**src/rtl/pipeline_mem_pkg.sv**
```systemverilog
// Shared definitions for the MEM-data pipeline stage: load-type encodings,
// the wait FSM state type and the default device-response timeout.
package pipeline_mem_pkg;

  // Load type encoding carried on rd_ctrl
  localparam logic [2:0] RD_NONE = 3'b000;
  localparam logic [2:0] RD_LB   = 3'b001;
  localparam logic [2:0] RD_LBU  = 3'b010;
  localparam logic [2:0] RD_LH   = 3'b011;
  localparam logic [2:0] RD_LHU  = 3'b100;
  localparam logic [2:0] RD_LW   = 3'b101;
  localparam logic [2:0] RD_LWU  = 3'b110;
  localparam logic [2:0] RD_LD   = 3'b111;

  // Cycles to wait for a device response before aborting the access
  localparam int DEFAULT_TIMEOUT_CYCLES = 255;

  typedef enum logic [1:0] {
    ST_IDLE = 2'd0,
    ST_WAIT = 2'd1,
    ST_ERR  = 2'd2
  } memd_state_e;

endpackage

```
**src/rtl/load_align.sv**
```systemverilog
// Combinational load alignment: picks the addressed byte/half/word out of a
// 64-bit little-endian device word and sign- or zero-extends it to 64 bits.
module load_align
  import pipeline_mem_pkg::*;
(
  input  logic [2:0]  rd_ctrl,
  input  logic [2:0]  offset,
  input  logic [63:0] raw_data,
  output logic [63:0] ext_data
);

  logic [7:0]  byte_v;
  logic [15:0] half_v;
  logic [31:0] word_v;

  function automatic logic [63:0] ext8(input logic [7:0] v, input logic sgn);
    return {{56{sgn & v[7]}}, v};
  endfunction

  function automatic logic [63:0] ext16(input logic [15:0] v, input logic sgn);
    return {{48{sgn & v[15]}}, v};
  endfunction

  function automatic logic [63:0] ext32(input logic [31:0] v, input logic sgn);
    return {{32{sgn & v[31]}}, v};
  endfunction

  // Lane select by offset, then extend according to the load type
  always_comb begin
    // Address bits below the access size are ignored rather than faulted
    byte_v = raw_data[{offset, 3'b000} +: 8];
    half_v = raw_data[{offset[2:1], 4'b0000} +: 16];
    word_v = raw_data[{offset[2], 5'b00000} +: 32];
    ext_data = '0;
    case (rd_ctrl)
      RD_LB:   ext_data = ext8(byte_v, 1'b1);
      RD_LBU:  ext_data = ext8(byte_v, 1'b0);
      RD_LH:   ext_data = ext16(half_v, 1'b1);
      RD_LHU:  ext_data = ext16(half_v, 1'b0);
      RD_LW:   ext_data = ext32(word_v, 1'b1);
      RD_LWU:  ext_data = ext32(word_v, 1'b0);
      RD_LD:   ext_data = raw_data;
      default: ext_data = '0;
    endcase
  end

endmodule

```
**src/rtl/pipeline_memd_stage.sv**
```systemverilog
// MEM-data pipeline stage: waits for DRAM or system-bus completion, freezes
// the upstream pipeline with mem_busy while waiting, aborts with a one-cycle
// bus_err after a timeout, and registers aligned load data toward WB.
module pipeline_memd_stage
  import pipeline_mem_pkg::*;
#(
  parameter int TIMEOUT_CYCLES = DEFAULT_TIMEOUT_CYCLES
)
(
  input  logic        clk,
  input  logic        reset,
  input  logic        stall,
  input  logic        is_dram_MEMP,
  input  logic [63:0] pc_MEMP,
  input  logic [1:0]  rf_wr_sel_MEMP,
  input  logic        rf_wr_en_MEMP,
  input  logic [63:0] alu_result_MEMP,
  input  logic [4:0]  rd_MEMP,
  input  logic [2:0]  rd_ctrl_MEMP,
  input  logic [2:0]  wr_ctrl_MEMP,
  input  logic [63:0] dram_dout,
  input  logic        dram_ready,
  input  logic [63:0] sys_bus_dout,
  input  logic        sys_bus_ready,
  output logic        mem_busy,
  output logic        bus_err,
  output logic [63:0] pc_MEMD,
  output logic [1:0]  rf_wr_sel_MEMD,
  output logic        rf_wr_en_MEMD,
  output logic [63:0] alu_result_MEMD,
  output logic [4:0]  rd_MEMD,
  output logic [63:0] load_data_MEMD
);

  // WAIT leaves for ERR on the cycle the counter would reach this value
  localparam logic [7:0] TIMEOUT_LAST = 8'(TIMEOUT_CYCLES - 1);

  memd_state_e state_q, state_d;
  logic [7:0]  cnt_q, cnt_d, cnt_inc;
  logic [63:0] pc_q, pc_d;
  logic [1:0]  rf_wr_sel_q, rf_wr_sel_d;
  logic        rf_wr_en_q, rf_wr_en_d;
  logic [63:0] alu_result_q, alu_result_d;
  logic [4:0]  rd_q, rd_d;
  logic [63:0] load_data_q, load_data_d;

  logic        pending, sel_ready, busy, capture;
  logic [63:0] raw_data, aligned, load_value;

  assign pending    = (rd_ctrl_MEMP != RD_NONE) || (wr_ctrl_MEMP != 3'b000);
  assign sel_ready  = is_dram_MEMP ? dram_ready : sys_bus_ready;
  assign raw_data   = is_dram_MEMP ? dram_dout : sys_bus_dout;
  assign load_value = (wr_ctrl_MEMP != 3'b000) ? 64'd0 : aligned;
  assign cnt_inc    = cnt_q + 8'd1;

  load_align u_load_align (
    .rd_ctrl  (rd_ctrl_MEMP),
    .offset   (alu_result_MEMP[2:0]),
    .raw_data (raw_data),
    .ext_data (aligned)
  );

  // Next-state, busy request and next values of the WB-facing registers
  always_comb begin
    state_d      = state_q;
    cnt_d        = cnt_q;
    pc_d         = pc_q;
    rf_wr_sel_d  = rf_wr_sel_q;
    rf_wr_en_d   = rf_wr_en_q;
    alu_result_d = alu_result_q;
    rd_d         = rd_q;
    load_data_d  = load_data_q;
    busy         = 1'b0;
    capture      = 1'b0;
    case (state_q)
      ST_IDLE: begin
        if (pending) begin
          if (sel_ready) begin
            capture     = 1'b1;
            load_data_d = load_value;
          end else begin
            state_d    = ST_WAIT;
            cnt_d      = '0;
            busy       = 1'b1;
            rf_wr_en_d = 1'b0;
          end
        end else if (!stall) begin
          capture     = 1'b1;
          load_data_d = '0;
        end
      end
      ST_WAIT: begin
        if (sel_ready) begin
          capture     = 1'b1;
          load_data_d = load_value;
          state_d     = ST_IDLE;
        end else begin
          busy       = 1'b1;
          rf_wr_en_d = 1'b0;
          cnt_d      = cnt_inc;
          if (cnt_inc == TIMEOUT_LAST) begin
            state_d = ST_ERR;
          end
        end
      end
      ST_ERR: begin
        // Timed-out access is dropped: no data and no register write reach WB
        load_data_d = '0;
        rf_wr_en_d  = 1'b0;
        state_d     = ST_IDLE;
      end
      default: begin
        state_d = ST_IDLE;
      end
    endcase
    if (capture) begin
      pc_d         = pc_MEMP;
      rf_wr_sel_d  = rf_wr_sel_MEMP;
      rf_wr_en_d   = rf_wr_en_MEMP;
      alu_result_d = alu_result_MEMP;
      rd_d         = rd_MEMP;
    end
  end

  // FSM state, timeout counter and WB pipeline registers
  always_ff @(posedge clk or negedge reset) begin
    if (!reset) begin
      state_q      <= ST_IDLE;
      cnt_q        <= '0;
      pc_q         <= '0;
      rf_wr_sel_q  <= '0;
      rf_wr_en_q   <= 1'b0;
      alu_result_q <= '0;
      rd_q         <= '0;
      load_data_q  <= '0;
    end else begin
      state_q      <= state_d;
      cnt_q        <= cnt_d;
      pc_q         <= pc_d;
      rf_wr_sel_q  <= rf_wr_sel_d;
      rf_wr_en_q   <= rf_wr_en_d;
      alu_result_q <= alu_result_d;
      rd_q         <= rd_d;
      load_data_q  <= load_data_d;
    end
  end

  // Combinational outputs are forced low while reset is held
  assign mem_busy = busy & reset;
  assign bus_err  = (state_q == ST_ERR) & reset;

  assign pc_MEMD         = pc_q;
  assign rf_wr_sel_MEMD  = rf_wr_sel_q;
  assign rf_wr_en_MEMD   = rf_wr_en_q;
  assign alu_result_MEMD = alu_result_q;
  assign rd_MEMD         = rd_q;
  assign load_data_MEMD  = load_data_q;

endmodule

```
**config.mk**
```make
export PLATFORM = sky130hd
export DESIGN_NAME = pipeline_memd_stage
export DESIGN_NICKNAME = d
export VERILOG_FILES = /design/src/rtl/pipeline_mem_pkg.sv /design/src/rtl/load_align.sv /design/src/rtl/pipeline_memd_stage.sv
export SDC_FILE = /design/constraint.sdc
export NUM_CORES = 1
export LEC_CHECK = 0
export ABC_AREA = 1
export BUFFER_PORTS_ARGS = -buffer_cell sky130_fd_sc_hd__buf_2
export CAP_MARGIN = 0
export CORE_AREA = 2 2 187 189
export DETAILED_ROUTE_END_ITERATION = 12
export DIE_AREA = 0 0 189 191
export SLEW_MARGIN = 20
export SYNTH_ARGS = -nofsm -noshare
export SYNTH_HDL_FRONTEND = slang
export SYNTH_SLANG_ARGS = --single-unit
```
**constraint.sdc**
```tcl
create_clock -name clk -period 1.98 [get_ports clk]
set_input_delay 0.396 -clock clk [delete_from_list [all_inputs] [get_ports clk]]
set_output_delay 0.396 -clock clk [all_outputs]
set_load 0.03 [all_outputs]
```
# ---- Yosys cells after proc, flatten, opt, wreduce, memory -nomap -nowiden
# Index checks and enable logic that the tools add are counted.
dict set report totals {
  wordCells 69
  output_inout_bits 202
  in_bits 276
  register_bits 210
}
dict set report classes {
  bitwise 2
  n_mux 28
  reduce_logical 11
  shift 3
  n_eq_ne 16
  addsub 1
}
# cell count
set ops {}
lappend ops {{64-bit one-hot mux with 7 select lines} 1}
lappend ops {{64-bit two-way mux} 5}
lappend ops {{64-bit one-hot mux with 3 select lines} 1}
lappend ops {{64-bit by 7-bit variable part select with 16-bit output} 1}
lappend ops {{64-bit by 7-bit variable part select with 32-bit output} 1}
lappend ops {{64-bit by 7-bit variable part select with 8-bit output} 1}
lappend ops {{8-bit two-way mux} 3}
lappend ops {{8-bit one-hot mux with 2 select lines} 1}
lappend ops {{3-bit == test (second input constant)} 4}
lappend ops {{1-bit two-way mux} 9}
lappend ops {{3-bit != test (second input constant)} 3}
lappend ops {{3-bit nonzero test} 3}
lappend ops {{8-bit by 1-bit adder with 8-bit output (second input constant)} 1}
lappend ops {{8-bit == test (second input constant)} 1}
lappend ops {{2-bit two-way mux} 4}
lappend ops {{3-bit by 2-bit == test with 1-bit output (second input constant)} 2}
lappend ops {{2-bit != test (second input constant)} 3}
lappend ops {{1-bit one-hot mux with 2 select lines} 2}
lappend ops {{2-bit one-hot mux with 2 select lines} 1}
lappend ops {{2-bit AND reduction} 2}
lappend ops {{4-bit AND reduction} 1}
lappend ops {{4-bit nonzero test} 1}
lappend ops {{3-bit by 1-bit == test with 1-bit output (second input constant)} 1}
lappend ops {{1-bit one-hot mux with 3 select lines} 1}
lappend ops {{7 further kinds} 8}

# ---- Longest topological paths before layout
dict set report depth {
  word_depth 7
  depth_mapped 15
  mapped_depth_nobuf 14
}

# ---- Hierarchy
# Synthesis repeated with hierarchy kept, for this count alone.
dict set report hier_totals {
  hier_cells 2081
  area_unflattened_um2 13770.7
}
# module area_each_um2 seq_area_each_um2 n_inst cells_per_inst
set by_module_without_submodules {}
lappend by_module_without_submodules {pipeline_memd_stage 11404.7 5255.0 1 1552}
lappend by_module_without_submodules {load_align 2366.0 0.0 1 529}

# ---- Worst setup path before layout
# Ideal clock, no wire load.
dict set report synth_path {
  kind {input to output}
  startpoint {input port is_dram_MEMP}
  endpoint {output port mem_busy}
  path_buffers 1
  setup_slack_ns 0.180
  stages 5
  arrival_ns 1.404
  required_ns 1.584
  path_cell_list {buf_6 -> o21ai_4 -> inv_2 -> nor3_1 -> o21a_1}
}
dict set report synth_via {
  elab_chain_cells 5
}
# item line
set synth_rtl {}
lappend synth_rtl {{start, declared} pipeline_memd_stage.sv:13} ;# input logic is_dram_MEMP,
lappend synth_rtl {{1-bit two-way mux *} pipeline_memd_stage.sv:51} ;# assign sel_ready = is_dram_MEMP ? dram_ready : sys_bus_ready;
lappend synth_rtl {{1-bit two-way mux *} {pipeline_memd_stage.sv:78, pipeline_memd_stage.sv:93}}
lappend synth_rtl {{1-bit two-way mux} pipeline_memd_stage.sv:77} ;# if (pending) begin
lappend synth_rtl {{1-bit one-hot mux with 2 select lines *} pipeline_memd_stage.sv:75} ;# case (state_q)
lappend synth_rtl {{1-bit bitwise AND *} pipeline_memd_stage.sv:149} ;# assign mem_busy = busy & reset;
lappend synth_rtl {{end, declared} pipeline_memd_stage.sv:25} ;# output logic mem_busy,
# Mark *: on every way between the ends. The rest lies on a longest branch, timed or not.

# ---- Final worst setup path
dict set report layout_path {
  startpoint {register state_q[0]}
  endpoint {output port mem_busy}
}
dict set report layout_via {
  elab_chain_cells 3
  elab_cells_between_ends 4
  cone_classes {eq/ne: 1; mux: 1; bitwise: 1; reduce/logical: 1}
}
# item line
set layout_rtl {}
lappend layout_rtl {{start, declared} pipeline_memd_stage.sv:38} ;# memd_state_e state_q, state_d;
lappend layout_rtl {{start signal, assigned} pipeline_memd_stage.sv:137} ;# state_q <= state_d;
lappend layout_rtl {{2-bit by 1-bit == test with 1-bit output or 2-bit zero test (tied branches)} pipeline_memd_stage.sv:75}
lappend layout_rtl {{1-bit one-hot mux with 2 select lines *} pipeline_memd_stage.sv:75}
lappend layout_rtl {{1-bit bitwise AND *} pipeline_memd_stage.sv:149}
# Marked as above.

==> impl_results.md <==
- Total die area: 0.0361 mm^2
- Worst endpoint required time: roughly 1600 ps
- CTS tree: built
- Slowest cell on crit path: dfrtp_1
- Initial antenna violation count: 1
- Seq. cell area: 0.00526 mm^2
- Post-synth cell types: 40
- Clock skew: 7.98 ps
- CP Max Fanout: 2
- Final Slew Violations: 0
- Core area: 0.0341 mm^2
- Synth-to-layout area growth: 37.7%
- Cell type with the largest total area after synthesis: dfrtp_1
- Design area: 0.0158 mm^2
- Initial core utilization: 33.7%
- Clock Sinks: 210
- Minimum clock period: around 2100 ps
- Fillers: 3,474
- Drt initial violations: 833
- Post-placement cell area: 0.0149 mm^2
- Synth top area cells: dfrtp_1 46%, nand2_1 18%, o21ai_0 8.0%
- Post-synthesis sequential area ratio: 45.6%
- Total of max-cap violations: 0
- Area of the multi-input gates: 0.00494 mm^2
- Nets: about 2,400
- Fmax: 473 MHz
- Sw Share: 45.0%
- Top FF cell, synth: dfrtp_1
- Clock transition at path regs: 60 ps
- Net switching power: 9720 uW
- Clock Power Share: 21.4%
- Chip Width: 189 um
- Cell leakage power: roughly 0.0089 uW
- H-tree levels: 1
- Final weighted congestion in routability-driven placement: 0.909
- DR vias/cell: between 4 and 5
- Power Internal: approximately 12,000 uW
- CP peak stage delay: 400 ps
- Layout Cells excl Fill: approximately 2,500
- CP Capture Type: primary output
- Post-route clock period utilization: 107%
- I/O Buffers: about 480
- Setup TNS: -133 ps
- Post-synth EDFFs: 0
- Largest net degree at the start of global routing: 134
- I/O pins: 478
- Root Buffer: clkbuf_16
- Layout cells sized above 1: 31.9%
- Row cnt: 68
- Synthesized flop and latch total: 210
- Clock latency on the worst-skew pair: 510 ps
- Combinational power share: 48.0%
- Power Density: roughly 1400 mW/mm^2
- Post-CTS Hold Fix Bufs: 0
- Worst vdd ir: roughly 0.00089 V
- Failing checks: hold timing, setup timing
- Global-route wire length before repair: 63,400 um
- Reg2Reg Depth: 12
- Vias in the first global route: 11,300
- Hold/Removal Path Class: input port to asynchronous set/reset pin
- Post-route DRC: 0
- Drt wl/cell: 16.6 um
- Crit Path Category: flop to primary output
- Sequential share of power: 30.5%
- Die Ht: 191 um
- Hold WS: -29.3 ps
- Outcome: finished with violations
- Vias: 11,900
- Startpoint types: flop
- Synthesized area per cell: between 7 and 8 um^2
- Gr ovfl total: 0
- CP Cell Sequence: inv_2, ha_4, inv_4, nor3_2, buf_4, o21a_1, buf_6
- Yosys Warn Count: 0
- HPWL Detailed: 32,900 um
- 1st-pass router iterations: 5
- TritonCTS buffer count: 23
- Slack of the critical path: -133 ps
- Final setup violation count: 1
- Slew margin rel.: between 40% and 50%
- Worst Max-Slew Pin Slew: 813 ps
- Arr. time, crit path: 1720 ps
- RSZ-0062 raised after global routing: yes
- Remaining antenna violation count: 0
- GRT Util Overall: 22.4%
- Hold Fails Final Rpt: 17
- Mapped cell area: 0.0115 mm^2
- Synth Instances: 1,558
- Routed wire length: 42,400 um
- Maximum buffer depth of the clock tree: 3
- PnR Total Power: approximately 22,000 uW
- Post-Place Cells: roughly 2,500
- Synth Net Count: 1,840
- Share of Yosys cell area claimed by the top area cell type: about 46%
- Ys async rst share: 100%
-- stage by stage --
stage	setup WS [ps]	utilization (%)
6_report	-133	46.5
5_1_grt	-208	46.5
4_1_cts	-177	46.2
3_5_place_dp	-113	43.6
3_3_place_gp	-127	43.6
2_1_floorplan	180	-
-- worst max-delay path, delay by kind of cell, from the launching register on --
family                     cells  cell delay, ps
adders and majority gates      1             160
and+or+nand+nor                1             140
DFF                            1             400
buffers and inverters          4             380
AOI/OAI and AO/OA              1             120
-- placed cells by master, fill, tap and decap left out, drive strengths merged --
| cell type | synthesis | layout |
|---|---|---|
| o21bai | 3 | 3 |
| bufinv | 0 | 5 |
| xor2 | 2 | 2 |
| a22oi | 3 | 3 |
| o211ai | 13 | 13 |
| a21oi | 33 | 33 |
| o22ai | 6 | 6 |
| diode | 0 | 1 |
| inv | 218 | 218 |
| nand4 | 4 | 4 |
| clkinvlp | 0 | 2 |
| and2 | 7 | 7 |
| or2 | 13 | 13 |
| nand3 | 55 | 55 |
| buf | 58 | 580 |
| mux2i | 8 | 8 |
| nand2 | 556 | 556 |
| xnor2 | 1 | 1 |
| nor3b | 1 | 1 |
| nor3 | 15 | 15 |
| o21a | 1 | 1 |
| clkinv | 0 | 5 |
| a21boi | 47 | 47 |
| o21ai | 231 | 231 |
| nor2 | 35 | 35 |
| clkbuf | 32 | 31 |
| ha | 6 | 6 |
| dfrtp | 210 | 210 |
-- final timing paths --
| check | start | endpoint | slack (ps) |
|---|---|---|---|
| max | state_q[0] | mem_busy | -130 |
| min reg2reg | load_data_MEMD[7] | load_data_MEMD[7] | 480 |
| min in group clk | rd_MEMP[0] | rd_MEMD[0] | 100 |
| max reg2reg | state_q[0] | load_data_MEMD[32] | 110 |
| max in group asynchronous | reset | pc_MEMD[9] | 1350 |
| min | reset | cnt_q[2] | -30 |
-- synth_stat cells, types with 3 or more instances --
master / number
a21boi_0: 10
a21boi_1: 37
a21oi_1: 32
a22oi_1: 3
and2_1: 7
buf_1: 3
buf_2: 25
buf_4: 9
buf_6: 21
clkbuf_1: 31
dfrtp_1: 210
ha_1: 6
inv_1: 211
inv_2: 7
mux2i_1: 8
nand2_1: 549
nand2_2: 6
nand3_1: 52
nand4_1: 4
nor2_1: 30
nor2_4: 4
nor3_1: 15
o211ai_1: 13
o21ai_0: 185
o21ai_1: 43
o21bai_1: 3
o22ai_1: 6
or2_2: 13
-- registers in the layout, indices dropped and copies added, names as in the netlist --
signal           cells
alu_result_MEMD     64
state_q              2
pc_MEMD             64
rf_wr_sel_MEMD       2
rd_MEMD              5
rf_wr_en_MEMD        1
cnt_q                8
load_data_MEMD      64
-- logic make-up after synthesis --
kind of cell	Yosys count	synth area share (%)
AOI/OAI and AO/OA	337	16.4
xor gates and xnor gates	3	0.228
adders and majority gates	6	0.652
buffers and inverters	308	12.0
DFF	210	45.6
muxes	8	0.696
and+or+nand+nor	686	24.4
-- routing by layer --
metal  vias up  global-route usage, %  part of all wire (%)
li1       5922                      -                     -
met1      5455                   27.8                    40
met3        70                   4.20                   8.0
met5         -                      0                     0
met2       501                   39.1                    49
met4         0                   7.51                   3.2
-- power by group through the flow --
stage               clock network, uW  logic [uW]  registers (uW)
floorplan                           0        3540            9600
global placement                    0       10000            6600
detailed placement                  0       10100            6670
CTS                              4760       10300            6590
global route                     4910       11300            6780
finish                           4630       10400            6590
-- repair_timing --
item,in CTS,in global routing
setup endpoints to repair,5,65
buffers inserted,6,0
endpoints found under the hold margin,0,0
resized for setup,11,18
pin swaps,3,4
gates cloned,0,2
-- cell type report --
type	instances	share of cell area, %
Antenna cell	1	0.0158
Clock inverter	11	1.17
Clock buffer	30	3.86
Tap cell	455	3.59
Multi-Input combinational cell	1040	31.2
Timing Repair inverter	1	0.0395
Inverter	218	5.21
Sequential cell	210	33.2
Timing Repair Buffer	581	21.8
Note: power is estimated with default switching activity, not from simulation.
